[src/rtl/riscv_pkg.sv]
`default_nettype none
// +----------------------------------------------------------------------+
// | riscv_pkg : shared fetch-path types and constants                    |
// | Rev 1.0                                                              |
// +----------------------------------------------------------------------+
package riscv_pkg;

  localparam int          XLEN      = 32;
  localparam logic [31:0] INSTR_NOP = 32'h0000_0013;

  typedef struct packed {
    logic [XLEN-1:0] pc;
    logic [XLEN-1:0] instr;
  } fetch_entry_t;

endpackage
`default_nettype wire

[src/rtl/fetch_fifo.sv]
`default_nettype none
// +----------------------------------------------------------------------+
// | fetch_fifo : synchronous queue of {pc, instr} entries                |
// | Rev 1.0                                                              |
// +----------------------------------------------------------------------+
module fetch_fifo
  import riscv_pkg::*;
#(
  parameter int DEPTH = 2
) (
  input  logic                   clk,
  input  logic                   rst_n,
  input  logic                   flush,
  input  logic                   push,
  input  logic                   pop,
  input  fetch_entry_t           wdata,
  output logic                   full,
  output logic                   empty,
  output fetch_entry_t           head,
  output logic [$clog2(DEPTH):0] count
);

  localparam int c_addr_w = $clog2(DEPTH);

  fetch_entry_t        r_mem [DEPTH];
  logic [c_addr_w:0]   r_wr_ptr;
  logic [c_addr_w:0]   r_rd_ptr;

  // Pointers carry one extra wrap bit so full and empty are distinguishable.
  always_ff @(posedge clk or negedge rst_n) begin
    if (!rst_n) begin
      r_wr_ptr <= '0;
      r_rd_ptr <= '0;
    end else if (flush) begin
      r_wr_ptr <= '0;
      r_rd_ptr <= '0;
    end else begin
      if (push) r_wr_ptr <= r_wr_ptr + 1'b1;
      if (pop)  r_rd_ptr <= r_rd_ptr + 1'b1;
    end
  end

  always_ff @(posedge clk) begin
    if (push && !flush) r_mem[r_wr_ptr[c_addr_w-1:0]] <= wdata;
  end

  assign head  = r_mem[r_rd_ptr[c_addr_w-1:0]];
  assign count = r_wr_ptr - r_rd_ptr;
  assign empty = (r_wr_ptr == r_rd_ptr);
  assign full  = (r_wr_ptr[c_addr_w] != r_rd_ptr[c_addr_w]) &&
                 (r_wr_ptr[c_addr_w-1:0] == r_rd_ptr[c_addr_w-1:0]);

endmodule
`default_nettype wire

[src/rtl/instr_fetch_unit.sv]
`default_nettype none
// +----------------------------------------------------------------------+
// | instr_fetch_unit : PC owner, imem read initiator, fetch queue feeder |
// | Rev 1.0                                                              |
// +----------------------------------------------------------------------+
module instr_fetch_unit
  import riscv_pkg::*;
#(
  parameter logic [31:0] RESET_PC   = 32'h0000_0000,
  parameter int          FIFO_DEPTH = 2
) (
  input  logic        clk,
  input  logic        rst_n,
  input  logic        fetch_en,
  output logic [31:0] imem_addr,
  input  logic [31:0] imem_rdata,
  input  logic        redirect_valid,
  input  logic [31:0] redirect_pc,
  output logic        fetch_valid,
  input  logic        fetch_ready,
  output logic [31:0] fetch_pc,
  output logic [31:0] fetch_instr,
  output logic [31:0] fetch_count
);

  localparam logic [31:0] c_align_mask = ~32'd3;

  logic [31:0]                   r_pc;
  logic [31:0]                   r_fetch_count;
  logic                          w_pop;
  logic                          w_push;
  logic                          w_full;
  logic                          w_empty;
  fetch_entry_t                  w_head;
  fetch_entry_t                  w_wdata;
  logic [$clog2(FIFO_DEPTH):0]   w_count;

  // Valid comes from queue state only, so fetch_ready never reaches fetch_valid.
  assign fetch_valid = (w_count != '0);
  assign w_pop       = fetch_valid & fetch_ready;
  assign w_push      = !redirect_valid & fetch_en & (!w_full | w_pop);
  assign w_wdata     = '{pc: r_pc, instr: imem_rdata};

  always_ff @(posedge clk or negedge rst_n) begin
    if (!rst_n) begin
      r_pc <= RESET_PC & c_align_mask;
    end else if (redirect_valid) begin
      r_pc <= redirect_pc & c_align_mask;
    end else if (w_push) begin
      r_pc <= r_pc + 32'd4;
    end
  end

  // A pop coinciding with a redirect was still consumed by decode.
  always_ff @(posedge clk or negedge rst_n) begin
    if (!rst_n) begin
      r_fetch_count <= '0;
    end else if (w_pop) begin
      r_fetch_count <= r_fetch_count + 32'd1;
    end
  end

  fetch_fifo #(
    .DEPTH (FIFO_DEPTH)
  ) u_fetch_fifo (
    .clk   (clk),
    .rst_n (rst_n),
    .flush (redirect_valid),
    .push  (w_push),
    .pop   (w_pop),
    .wdata (w_wdata),
    .full  (w_full),
    .empty (w_empty),
    .head  (w_head),
    .count (w_count)
  );

  assign imem_addr   = r_pc & c_align_mask;
  assign fetch_pc    = w_empty ? 32'd0     : w_head.pc;
  assign fetch_instr = w_empty ? INSTR_NOP : w_head.instr;
  assign fetch_count = r_fetch_count;

endmodule
`default_nettype wire

[config.mk]
export PLATFORM = sky130hd
export DESIGN_NAME = instr_fetch_unit
export DESIGN_NICKNAME = d
export VERILOG_FILES = /design/src/rtl/riscv_pkg.sv /design/src/rtl/fetch_fifo.sv /design/src/rtl/instr_fetch_unit.sv
export SDC_FILE = /design/constraint.sdc
export NUM_CORES = 1
export LEC_CHECK = 0
export CORE_UTILIZATION = 35
export CTS_BUF_LIST = sky130_fd_sc_hd__clkbuf_4 sky130_fd_sc_hd__clkbuf_8
export CTS_CLUSTER_SIZE = 12
export DETAILED_ROUTE_END_ITERATION = 8
export GPL_TIMING_DRIVEN = 0
export PLACE_DENSITY = 0.7
export SETUP_SLACK_MARGIN = 0.1
export SYNTH_ARGS = -nofsm -noshare
export SYNTH_HDL_FRONTEND = slang
export SYNTH_SLANG_ARGS = --single-unit
[constraint.sdc]
create_clock -name clk -period 15 [get_ports clk]
set_input_delay 1.5 -clock clk [delete_from_list [all_inputs] [get_ports clk]]
set_output_delay 1.5 -clock clk [all_outputs]
set_load 0.03 [all_outputs]
==> summary.md, run 1 <==
| Metric | Value |
|---|---|
| Worst Setup Start Kind | `register` |
| Max_slew headroom | `0.274` |
| First-pass GRT wire length | `32,500 um` |
| RSZ-0062 raised after global routing | `no` |
| Crit path depth | `8` |
| HPWL Detailed | `15,400 um` |
| Area of the mapped netlist | `8320 um^2` |
| Die H | `156 um` |
| Crit-path cells | `clkbuf_1 > xor2_1 > buf_2 > nor2_1 > clkbuf_1 > buf_1 > nor2_1 > clkdlybuf4s50_1` |
| Final Hold Fails | `0` |
| # IOs | `198` |
| Least-Margin Pin Slew | `1.07 ns` |
| Flops & latches, synth | `190` |
| First-pass iteration count of the detailed router | `5` |
| Mean Syn Cell Area | `12.7 um^2` |
| Bufs on Longest Clock Path | `2` |
| Total gr overflow | `0` |
| Routed length per instance | `17.3 um` |
| Ranking of synthesized cells by area | `edfxtp_1 45%, dfrtp_1 20%, mux2i_1 7.6%` |
| Clock insertion delay at the later pin of the skew report | `0.47 ns` |
| Slew Viols, Final | `0` |
| Hold_buf cts | `0` |
| CTS buffer count | `17` |
| Placeable Area | `23,400 um^2` |
| DR vias/cell | `5.00` |
| Most used DFF post-synth | `edfxtp_1` |
| Critical-path top delay cell | `nor2_1` |
| H-tree depth | `4` |
| WL final | `21,000 um` |
| Max cap viols | `0` |
| Placed cell area | `10,800 um^2` |
| Placement Rows | `56` |
| CTS tree | `yes` |
| Clk_skew | `0.0175 ns` |
| Via count | `6,069` |
| Leak Pwr | `0.00390 uW` |
| # DRC | `0` |
| Power per cell area | `139 nW/um^2` |
| Min-delay worst type | `reg -> reg` |
| Worst r2r path cells | `9` |
| Dominant cell type by area after synthesis | `edfxtp_1` |
| Final cycle utilization of the critical path | `0.350` |
| CP endpoint kind | `output pin` |
| Initial antenna violation count | `3` |
| Gpl congestion | `0.879` |
| Peak Freq | `191 MHz` |
| Flop-to-flop setup slack | `11.98 ns` |
| Pin count of the biggest net entering global routing | `67` |
| 1st-iter DRT viols | `337` |
| Synthesis Warnings | `0` |
| WS Path Type | `reg -> out` |
| Hold depth | `1` |
| CP required | `13.50 ns` |
| GRT Total Usage | `0.175` |
| Most common cell after layout, fill and taps aside | `clkdlybuf4s50_1` |
| Area Growth Syn to Fin | `34.7%` |
| Starting Density | `0.356` |
| Num Clock Sinks | `190` |
| Crit path time final | `5.25 ns` |
| Design Area, Final | `11,200 um^2` |
| Number of global-route vias before repair | `5,987` |
| Buf/Inv on CP | `5` |
| Top cell type's share of synthesized area | `0.448` |
| Sequential area share after synthesis | `0.646` |
| Peak supply drop | `0.0501 mV` |
| Kind of cell adding the most delay to the critical path | `buffers and inverters` |
| Synth async-reset ratio | `0.347` |
| Max Fanout on Critical Path | `10` |
| Layout cells sized above 1 | `0.0670` |
| Most frequent cells in the layout | `190 x clkdlybuf4s50_1, 124 x edfxtp_1, 89 x nor2_1` |
| Die area | `24,400 um^2` |
| Post-Synthesis Cells | `656` |
| Setup TNS | `0 ns` |
| Nets | `953` |
| Critical Path Max Stage Delay | `0.74 ns` |
| Die Wd | `156 um` |
| Setup Buffers After CTS | `0` |
| Port Buffers | `191` |
| Clk pin slew, worst setup/hold paths | `0.12 ns` |
| Post-synth EDFFs | `124` |
| Post-CTS Resized | `0` |
| Post-route antenna net violation count | `0` |
| Clock root cell | `clkbuf_8` |
| Unique masters post-synth | `45` |
| Critical path arrival | `3.75 ns` |
| Final setup viols | `0` |
| Status | `finished, final reports clean` |
-- metal layers --
metal,share of wire,routed length (um),up-vias,track usage
met5,0.0016,33,-,0
met4,0.017,366,4,0.0574
met3,0.086,1810,26,0.0594
met2,0.47,9860,203,0.288
met1,0.42,8910,2923,0.215
li1,-,-,2913,-
-- state kept, by name (all words and copies together), names as in the netlist --
signal,flops
u_fetch_fifo.r_mem,124
fetch_count,32
r_pc,30
u_fetch_fifo.r_rd_ptr,2
u_fetch_fifo.r_wr_ptr,2
-- power breakdown --
| part | internal [uW] | switching, uW |
|---|---|---|
| sequential | 599 | 33.0 |
| clock | 126 | 207 |
| combinational | 234 | 358 |
-- area by class of cell --
class                   count  area (um^2)
repair buffers            204         2070
inverters                   7         26.3
flip-flops and latches    190         5380
diodes                      1         2.50
well taps                 319          399
fillers                  2119        12200
plain buffers              38          163
multi-input cells         424         2780
clock inverters            15          161
clock buffers              17          234
-- cells in the mapped netlist (all sizes together) (4+ instances only) --
cell    count
and2        4
buf        16
dfrtp      66
xor2       12
nand2      25
nor2       89
nor2b       4
edfxtp    124
nand4      26
or3         5
o31ai      14
o211ai      5
inv         7
nand3      35
o21ai      17
xnor2      31
o311ai      5
or4        20
mux2i      63
a221oi      5
a31oi      19
and4        6
nor3        4
clkbuf     22
nor4        5
and3       11
-- per-stage QoR --
stage / util / std cells / hold slack [ns] / power, uW / worst slack, ns
2_1_floorplan: - / 659 / 0.589 / 986 / 7.77
3_3_place_gp: 0.455 / 1169 / 0.464 / 1240 / 3.83
3_5_place_dp: 0.462 / 1182 / 0.465 / 1240 / 10.08
4_1_cts: 0.479 / 1214 / 0.489 / 1580 / 9.55
5_1_grt: 0.479 / 1214 / 0.508 / 1630 / 9.38
6_report: 0.479 / 1215 / 0.484 / 1560 / 9.75
-- path summary, 6_finish.rpt --
check / startpoint / to
min in group asynchronous: rst_n / fetch_count[28]
max reg2reg: u_fetch_fifo.r_wr_ptr[0] / u_fetch_fifo.r_mem[0][56]
max: u_fetch_fifo.r_wr_ptr[0] / fetch_pc[21]
max in group asynchronous: rst_n / r_pc[18]
min reg2reg: fetch_count[31] / fetch_count[31]
min: fetch_count[31] / fetch_count[31]
-- logic make-up after synthesis --
kind of cell	Yosys count	synth area share
adder cells (fa/ha/maj)	2	0.00301
multiplexers	64	0.0771
buffers and inverters	45	0.0227
flip-flops	190	0.646
AND/OR/NAND/NOR	239	0.146
other	1	0.000451
AO/OA/AOI/OAI	72	0.0586
XOR/XNOR	43	0.0462
Power figures use the tool's default switching activity.
==> inputs of run 2 (changes only) <==
--- a/config.mk
+++ b/config.mk
@@ -10,7 +10,7 @@
 export CTS_CLUSTER_SIZE = 12
 export DETAILED_ROUTE_END_ITERATION = 8
 export GPL_TIMING_DRIVEN = 0
-export PLACE_DENSITY = 0.7
+export PLACE_DENSITY = 0.72
 export SETUP_SLACK_MARGIN = 0.1
 export SYNTH_ARGS = -nofsm -noshare
 export SYNTH_HDL_FRONTEND = slang
==> constraint.sdc (replaced) <==
create_clock -name clk -period 4.8 [get_ports clk]
set_input_delay 0.48 -clock clk [delete_from_list [all_inputs] [get_ports clk]]
set_output_delay 0.48 -clock clk [all_outputs]
set_load 0.03 [all_outputs]
==> run 2 against run 1 <==
- sequential power grew to 3.1 times the previous value
- final cell count shrank 0.41%
- core utilization grew 0.059 points
- worst setup slack lost 9.2 ns
- global-route usage grew 0.26 points
- largest cell class unchanged
- largest power group unchanged
- highest routed layer unchanged
==> summary.md, run 2 (synthesis gave the netlist of run 1 again) <==
| Metric | Value |
|---|---|
| Max FFs per register | `124 (unchanged)` |
| Final setup viols | `0 (unchanged)` |
| Bufs on Longest Clock Path | `2 (unchanged)` |
| Placeable Area | `23,400 um^2 (unchanged)` |
| Power per cell area | `439 nW/um^2 (was 139 nW/um^2)` |
| # IOs | `198 (unchanged)` |
| Leak Pwr | `0.00389 uW (was 0.00390 uW)` |
| CP required | `4.32 ns (was 13.50 ns)` |
| Pin count of the biggest net entering global routing | `67 (unchanged)` |
| First-pass GRT wire length | `33,000 um (was 32,500 um)` |
| Clock root cell | `clkbuf_8 (unchanged)` |
| H-tree depth | `4 (unchanged)` |
| Final cycle utilization of the critical path | `0.887` |
| Slew Viols, Final | `0 (unchanged)` |
| # DRC | `0 (unchanged)` |
| P_sw | `1840 uW (was 599 uW)` |
| DR vias/cell | `5.10 (was 5.00)` |
| Peak supply drop | `0.177 mV (was 0.0501 mV)` |
| Final Hold Fails | `0 (unchanged)` |
| Most frequent cells in the layout | `190 x clkdlybuf4s50_1, 124 x edfxtp_1, 89 x nor2_1 (unchanged)` |
| Port Buffers | `191 (unchanged)` |
| First-pass iteration count of the detailed router | `4 (was 5)` |
| Num Clock Sinks | `190 (unchanged)` |
| Placement Rows | `56 (unchanged)` |
| Reg area | `5380 um^2 (unchanged)` |
| Routed length per instance | `17.6 um (was 17.3 um)` |
| Max Fanout on Critical Path | `10 (unchanged)` |
| Crit Reg-Reg Endpoint | `u_fetch_fifo.r_mem[1][14] (was u_fetch_fifo.r_mem[0][56])` |
| Pwr Total | `4920 uW (was 1560 uW)` |
| P_int | `3090 uW (was 958 uW)` |
| Hold Slack | `0.116 ns (was 0.484 ns)` |
| Flop-to-flop setup slack | `1.74 ns (was 11.98 ns)` |
| Number of global-route vias before repair | `6,032 (was 5,987)` |
| Gpl congestion | `0.859 (was 0.879)` |
| GRT Total Usage | `0.177 (was 0.175)` |
| WS Path Type | `reg -> out (unchanged)` |
| Post-CTS Resized | `0 (unchanged)` |
| FF-to-FF Start | `u_fetch_fifo.r_wr_ptr[0] (unchanged)` |
| Setup Buffers After CTS | `0 (unchanged)` |
| HPWL Detailed | `15,400 um (about the same)` |
| Worst Setup Start Kind | `register (unchanged)` |
| Total gr overflow | `0 (unchanged)` |
| Least-Margin Pin Slew | `1.20 ns (was 1.07 ns)` |
| Max cap viols | `0 (unchanged)` |
| Peak Freq | `235 MHz` |
| Nets | `948 (was 953)` |
| CTS tree | `yes (unchanged)` |
| Crit path time final | `4.26 ns` |
| RSZ-0062 raised after global routing | `no (unchanged)` |
| 1st-iter DRT viols | `379 (was 337)` |
| Max_slew headroom | `0.192 (was 0.274)` |
| Layout cells sized above 1 | `0.0607 (was 0.0670)` |
| Clock insertion delay at the later pin of the skew report | `0.46 ns (was 0.47 ns)` |
| WL final | `21,300 um (was 21,000 um)` |
| Post-route antenna net violation count | `0 (unchanged)` |
| Die Wd | `156 um (unchanged)` |
| Most common cell after layout, fill and taps aside | `clkdlybuf4s50_1 (unchanged)` |
| Min-delay worst type | `in -> async (was reg -> reg)` |
| Via count | `6,171 (was 6,069)` |
| Critical path arrival | `3.78 ns (was 3.75 ns)` |
| Clk_skew | `0.0101 ns (was 0.0175 ns)` |
| CTS buffer count | `17 (unchanged)` |
| Die area | `24,400 um^2 (unchanged)` |
| Starting Density | `0.356 (unchanged)` |
| Die H | `156 um (unchanged)` |
| Area Growth Syn to Fin | `34.8% (was 34.7%)` |
| Multi-input logic area | `2790 um^2 (was 2780 um^2)` |
| Seq pwr share | `0.401 (was 0.406)` |
| Logic pwr share | `0.379 (was 0.380)` |
| Hold_buf cts | `0 (unchanged)` |
| Fillers | `2,126 (was 2,119)` |
| Switching share of total power | `0.373 (was 0.384)` |
| CP endpoint kind | `output pin (unchanged)` |
| Clk pin slew, worst setup/hold paths | `0.10 ns (was 0.12 ns)` |
| Status | `finished, final reports clean (unchanged)` |
| Worst r2r path cells | `8 (was 9)` |
| Clock Power Share | `0.220 (was 0.214)` |
| Initial antenna violation count | `3 (unchanged)` |
## run 2: worst max path at each step
stage	start	end	slack, ns
finish	u_fetch_fifo.r_wr_ptr[0]	fetch_pc[24]	0.54
global route	u_fetch_fifo.r_wr_ptr[0]	fetch_pc[24]	0.22
CTS	u_fetch_fifo.r_wr_ptr[0]	fetch_pc[24]	0.39
detailed placement	u_fetch_fifo.r_wr_ptr[0]	fetch_pc[24]	0.92
global placement	redirect_valid	u_fetch_fifo.r_mem[0][6]	-1.67
floorplan	u_fetch_fifo.r_wr_ptr[0]	u_fetch_fifo.r_mem[1][0]	0.71
## run 2: metrics by stage
stage	setup slack (ns)	instance area, um^2	util	setup TNS (ns)	instances
after floorplan	0.714	8340	-	0	659
after global placement	-1.67	10700	0.455	-204.40	1169
after detailed placement	0.920	10800	0.462	0	1177
after CTS	0.386	11200	0.479	0	1209
after global routing	0.225	11200	0.479	0	1209
final	0.544	11200	0.479	0	1210
## run 2: final cells by class
| cell class | count | share of cell area |
|---|---|---|
| Tap cell | 319 | 0.0356 |
| Inverter | 7 | 0.00234 |
| Buffer | 38 | 0.0145 |
| Antenna cell | 1 | 0.000223 |
| Clock inverter | 14 | 0.0138 |
| Timing Repair Buffer | 199 | 0.184 |
| Clock buffer | 18 | 0.0215 |
| Multi-Input combinational cell | 424 | 0.249 |
| Sequential cell | 190 | 0.479 |
## run 2: power by group through the flow
stage | Clock [uW] | Combinational [uW] | Sequential [uW]
6_report | 1080 | 1870 | 1970
3_5_place_dp | 0 | 1880 | 2010
2_1_floorplan | 0 | 1000 | 2080
4_1_cts | 1110 | 1890 | 1970
5_1_grt | 1190 | 1990 | 1990
3_3_place_gp | 0 | 1850 | 2010
## run 2: routing by layer
layer  global-route usage  share of wire
met1                0.217           0.43
met2                0.292           0.47
met3               0.0700          0.088
met4               0.0448          0.012
met5                    0         0.0014
## run 2: critical path, cell delays in order, from the launching register on
cell and delay, ns:
dfrtp_1 0.33, clkbuf_1 0.32, xor2_1 0.14, buf_2 0.21
nor2_1 0.67, clkbuf_1 0.45, buf_1 0.45, nor2_1 0.13
clkdlybuf4s50_1 0.61
==> inputs of run 3 (changes only) <==
--- a/config.mk
+++ b/config.mk
@@ -7,10 +7,10 @@
 export LEC_CHECK = 0
 export CORE_UTILIZATION = 35
 export CTS_BUF_LIST = sky130_fd_sc_hd__clkbuf_4 sky130_fd_sc_hd__clkbuf_8
-export CTS_CLUSTER_SIZE = 12
+export CTS_CLUSTER_SIZE = 28
 export DETAILED_ROUTE_END_ITERATION = 8
 export GPL_TIMING_DRIVEN = 0
-export PLACE_DENSITY = 0.72
+export PLACE_DENSITY = 0.71
 export SETUP_SLACK_MARGIN = 0.1
 export SYNTH_ARGS = -nofsm -noshare
 export SYNTH_HDL_FRONTEND = slang
==> run 3 against run 2 <==
- sequential power is essentially flat
- wire length shrank 1.5%
- final cell count is the same
- total power shrank 2.0%
- worst setup slack lost 0.11 ns
- critical path type unchanged
- largest power group unchanged
==> summary.md, run 3 (synthesis gave the netlist of run 1 again) <==
| Metric | Value |
|---|---|
| Status | `finished, final reports clean (unchanged)` |
| Slew Viols, Final | `0 (unchanged)` |
| Gpl congestion | `0.864 (was 0.859)` |
| Clock root cell | `clkbuf_8 (unchanged)` |
| Most common cell after layout, fill and taps aside | `clkdlybuf4s50_1 (unchanged)` |
| Fin cells | `1,210 (unchanged)` |
| Placeable Area | `23,400 um^2 (unchanged)` |
| Hold Slack | `0.123 ns (was 0.116 ns)` |
| Port Buffers | `191 (unchanged)` |
| Fillers | `2,111 (was 2,126)` |
| Critical Path Max Stage Delay | `0.78 ns (was 0.67 ns)` |
| Met2 WL | `10000 um (was 10,000 um)` |
| # IOs | `198 (unchanged)` |
| Crit-path cells | `clkbuf_1 > xor2_1 > buf_2 > nor2_1 > clkbuf_1 > buf_1 > nor2_1 > clkdlybuf4s50_1 (unchanged)` |
| Clock insertion delay at the later pin of the skew report | `0.45 ns (was 0.46 ns)` |
| HPWL Detailed | `15,200 um (was 15,400 um)` |
| 1st-iter DRT viols | `373 (was 379)` |
| H-tree depth | `4 (unchanged)` |
| DP Worst Slack | `0.827 ns (was 0.920 ns)` |
| Placement Rows | `56 (unchanged)` |
| WS Path Type | `reg -> out (unchanged)` |
| CTS tree | `yes (unchanged)` |
| Max_slew headroom | `0.208 (was 0.192)` |
| Most frequent cells in the layout | `190 x clkdlybuf4s50_1, 124 x edfxtp_1, 89 x nor2_1 (unchanged)` |
| Critical path arrival | `3.89 ns (was 3.78 ns)` |
| Leak Pwr | `0.00387 uW (was 0.00389 uW)` |
| Num Clock Sinks | `190 (unchanged)` |
| Max cap viols | `0 (unchanged)` |
| Area Growth Syn to Fin | `34.3% (was 34.8%)` |
| Die area | `24,400 um^2 (unchanged)` |
| Final setup viols | `0 (unchanged)` |
| Max FFs per register | `124 (unchanged)` |
| Final Hold Fails | `0 (unchanged)` |
| Die Wd | `156 um (unchanged)` |
| First-pass GRT wire length | `32,400 um (was 33,000 um)` |
| Crit path time final | `4.37 ns (was 4.26 ns)` |
| Via count | `6,080 (was 6,171)` |
| Total gr overflow | `0 (unchanged)` |
| Bufs on Longest Clock Path | `2 (unchanged)` |
| Critical-path top delay cell | `nor2_1 (unchanged)` |
| Hold_buf cts | `0 (unchanged)` |
| Top Metal Used | `met5 (unchanged)` |
| Setup TNS | `0 ns (unchanged)` |
| Power per cell area | `432 nW/um^2 (was 439 nW/um^2)` |
| Layout cells sized above 1 | `0.0629 (was 0.0607)` |
| Least-Margin Pin Slew | `1.18 ns (was 1.20 ns)` |
| DR vias/cell | `5.02 (was 5.10)` |
| Met1 Routed Length | `8920 um (was 9140 um)` |
| Clk pin slew, worst setup/hold paths | `0.10 ns (about the same)` |
| First-pass iteration count of the detailed router | `5 (was 4)` |
| Die H | `156 um (unchanged)` |
| Post-CTS Resized | `0 (unchanged)` |
| Final cycle utilization of the critical path | `0.910 (was 0.887)` |
| WL met3 | `1840 um (was 1880 um)` |
| GRT Total Usage | `0.174 (was 0.177)` |
| Max Fanout on Critical Path | `10 (unchanged)` |
| Min-delay worst type | `in -> async (unchanged)` |
| CP endpoint kind | `output pin (unchanged)` |
| Peak supply drop | `0.207 mV (was 0.177 mV)` |
| CTS buffer count | `17 (unchanged)` |
| Routed length per instance | `17.4 um (was 17.6 um)` |
| Slack of the critical path | `0.430 ns (was 0.544 ns)` |
| Placed insts | `1,177 (unchanged)` |
| Pin count of the biggest net entering global routing | `67 (unchanged)` |
| Clk_skew | `0.0142 ns (was 0.0101 ns)` |
| Initial antenna violation count | `2 (was 3)` |
| Worst Setup Start Kind | `register (unchanged)` |
| RSZ-0062 raised after global routing | `no (unchanged)` |
| Starting Density | `0.356 (unchanged)` |
| Nets | `948 (unchanged)` |
| Peak Freq | `229 MHz (was 235 MHz)` |
| Number of global-route vias before repair | `5,883 (was 6,032)` |
| Setup Buffers After CTS | `0 (unchanged)` |
| # DRC | `0 (unchanged)` |
| WL final | `21,000 um (was 21,300 um)` |
| Post-route antenna net violation count | `0 (unchanged)` |
| CP required | `4.32 ns (about the same)` |
-- run 3: cell count changes in the layout (fill, tap and decap cells not counted), sizes merged --
cell      delta
bufinv       -2
clkinvlp     +2
clkinv       +1
inv          -1
-- run 3: critical path, delay by kind of cell, from the launching register on --
kind	cells	cell delay, ns
flip-flops	1	0.33
XOR/XNOR	1	0.14
AND/OR/NAND/NOR	2	0.90
buffers and inverters	5	2.06
-- run 3: layout make-up --
class	count	area [um^2]	share of cell area
Sequential cell	190	5380	0.481
Multi-Input combinational cell	424	2790	0.250
Timing Repair Buffer	199	2050	0.184
Tap cell	319	399	0.0357
Clock buffer	18	241	0.0216
Buffer	38	163	0.0146
Clock inverter	14	124	0.0111
Inverter	7	26.3	0.00235
Antenna cell	1	2.50	0.000224
-- run 3: per-stage QoR --
stage | area, um^2 | total power, uW | util
after global routing | 11200 | 5060 | 0.477
after CTS | 11200 | 4880 | 0.477
after detailed placement | 10800 | 3890 | 0.462
final | 11200 | 4820 | 0.478
after global placement | 10700 | 3860 | 0.455
after floorplan | 8340 | 3080 | -
-- run 3: per-layer routing --
metal,vias up,global-route usage
li1,2905,-
met1,2940,0.218
met2,214,0.286
met3,19,0.0639
met4,2,0.0430
met5,-,0
-- run 3: path summary, 6_finish.rpt --
path | from | end | slack (ns) | cells after the start
max in group asynchronous | rst_n | r_pc[31] | 4.08 | 1
min in group clk | fetch_count[31] | fetch_count[31] | 0.48 | 1
worst max register to register | u_fetch_fifo.r_wr_ptr[0] | u_fetch_fifo.r_mem[0][62] | 1.77 | 8
worst min-delay path | rst_n | fetch_count[20] | 0.12 | 1
worst max-delay path | u_fetch_fifo.r_wr_ptr[0] | fetch_pc[25] | 0.43 | 8
worst min register to register | fetch_count[31] | fetch_count[31] | 0.48 | 1
-- run 3: power breakdown --
group / switching, uW / internal, uW / total [uW]
sequential: 101 / 1870 / 1970
combinational: 1130 / 733 / 1860
clock: 604 / 383 / 987
total: 1840 / 2990 / 4820
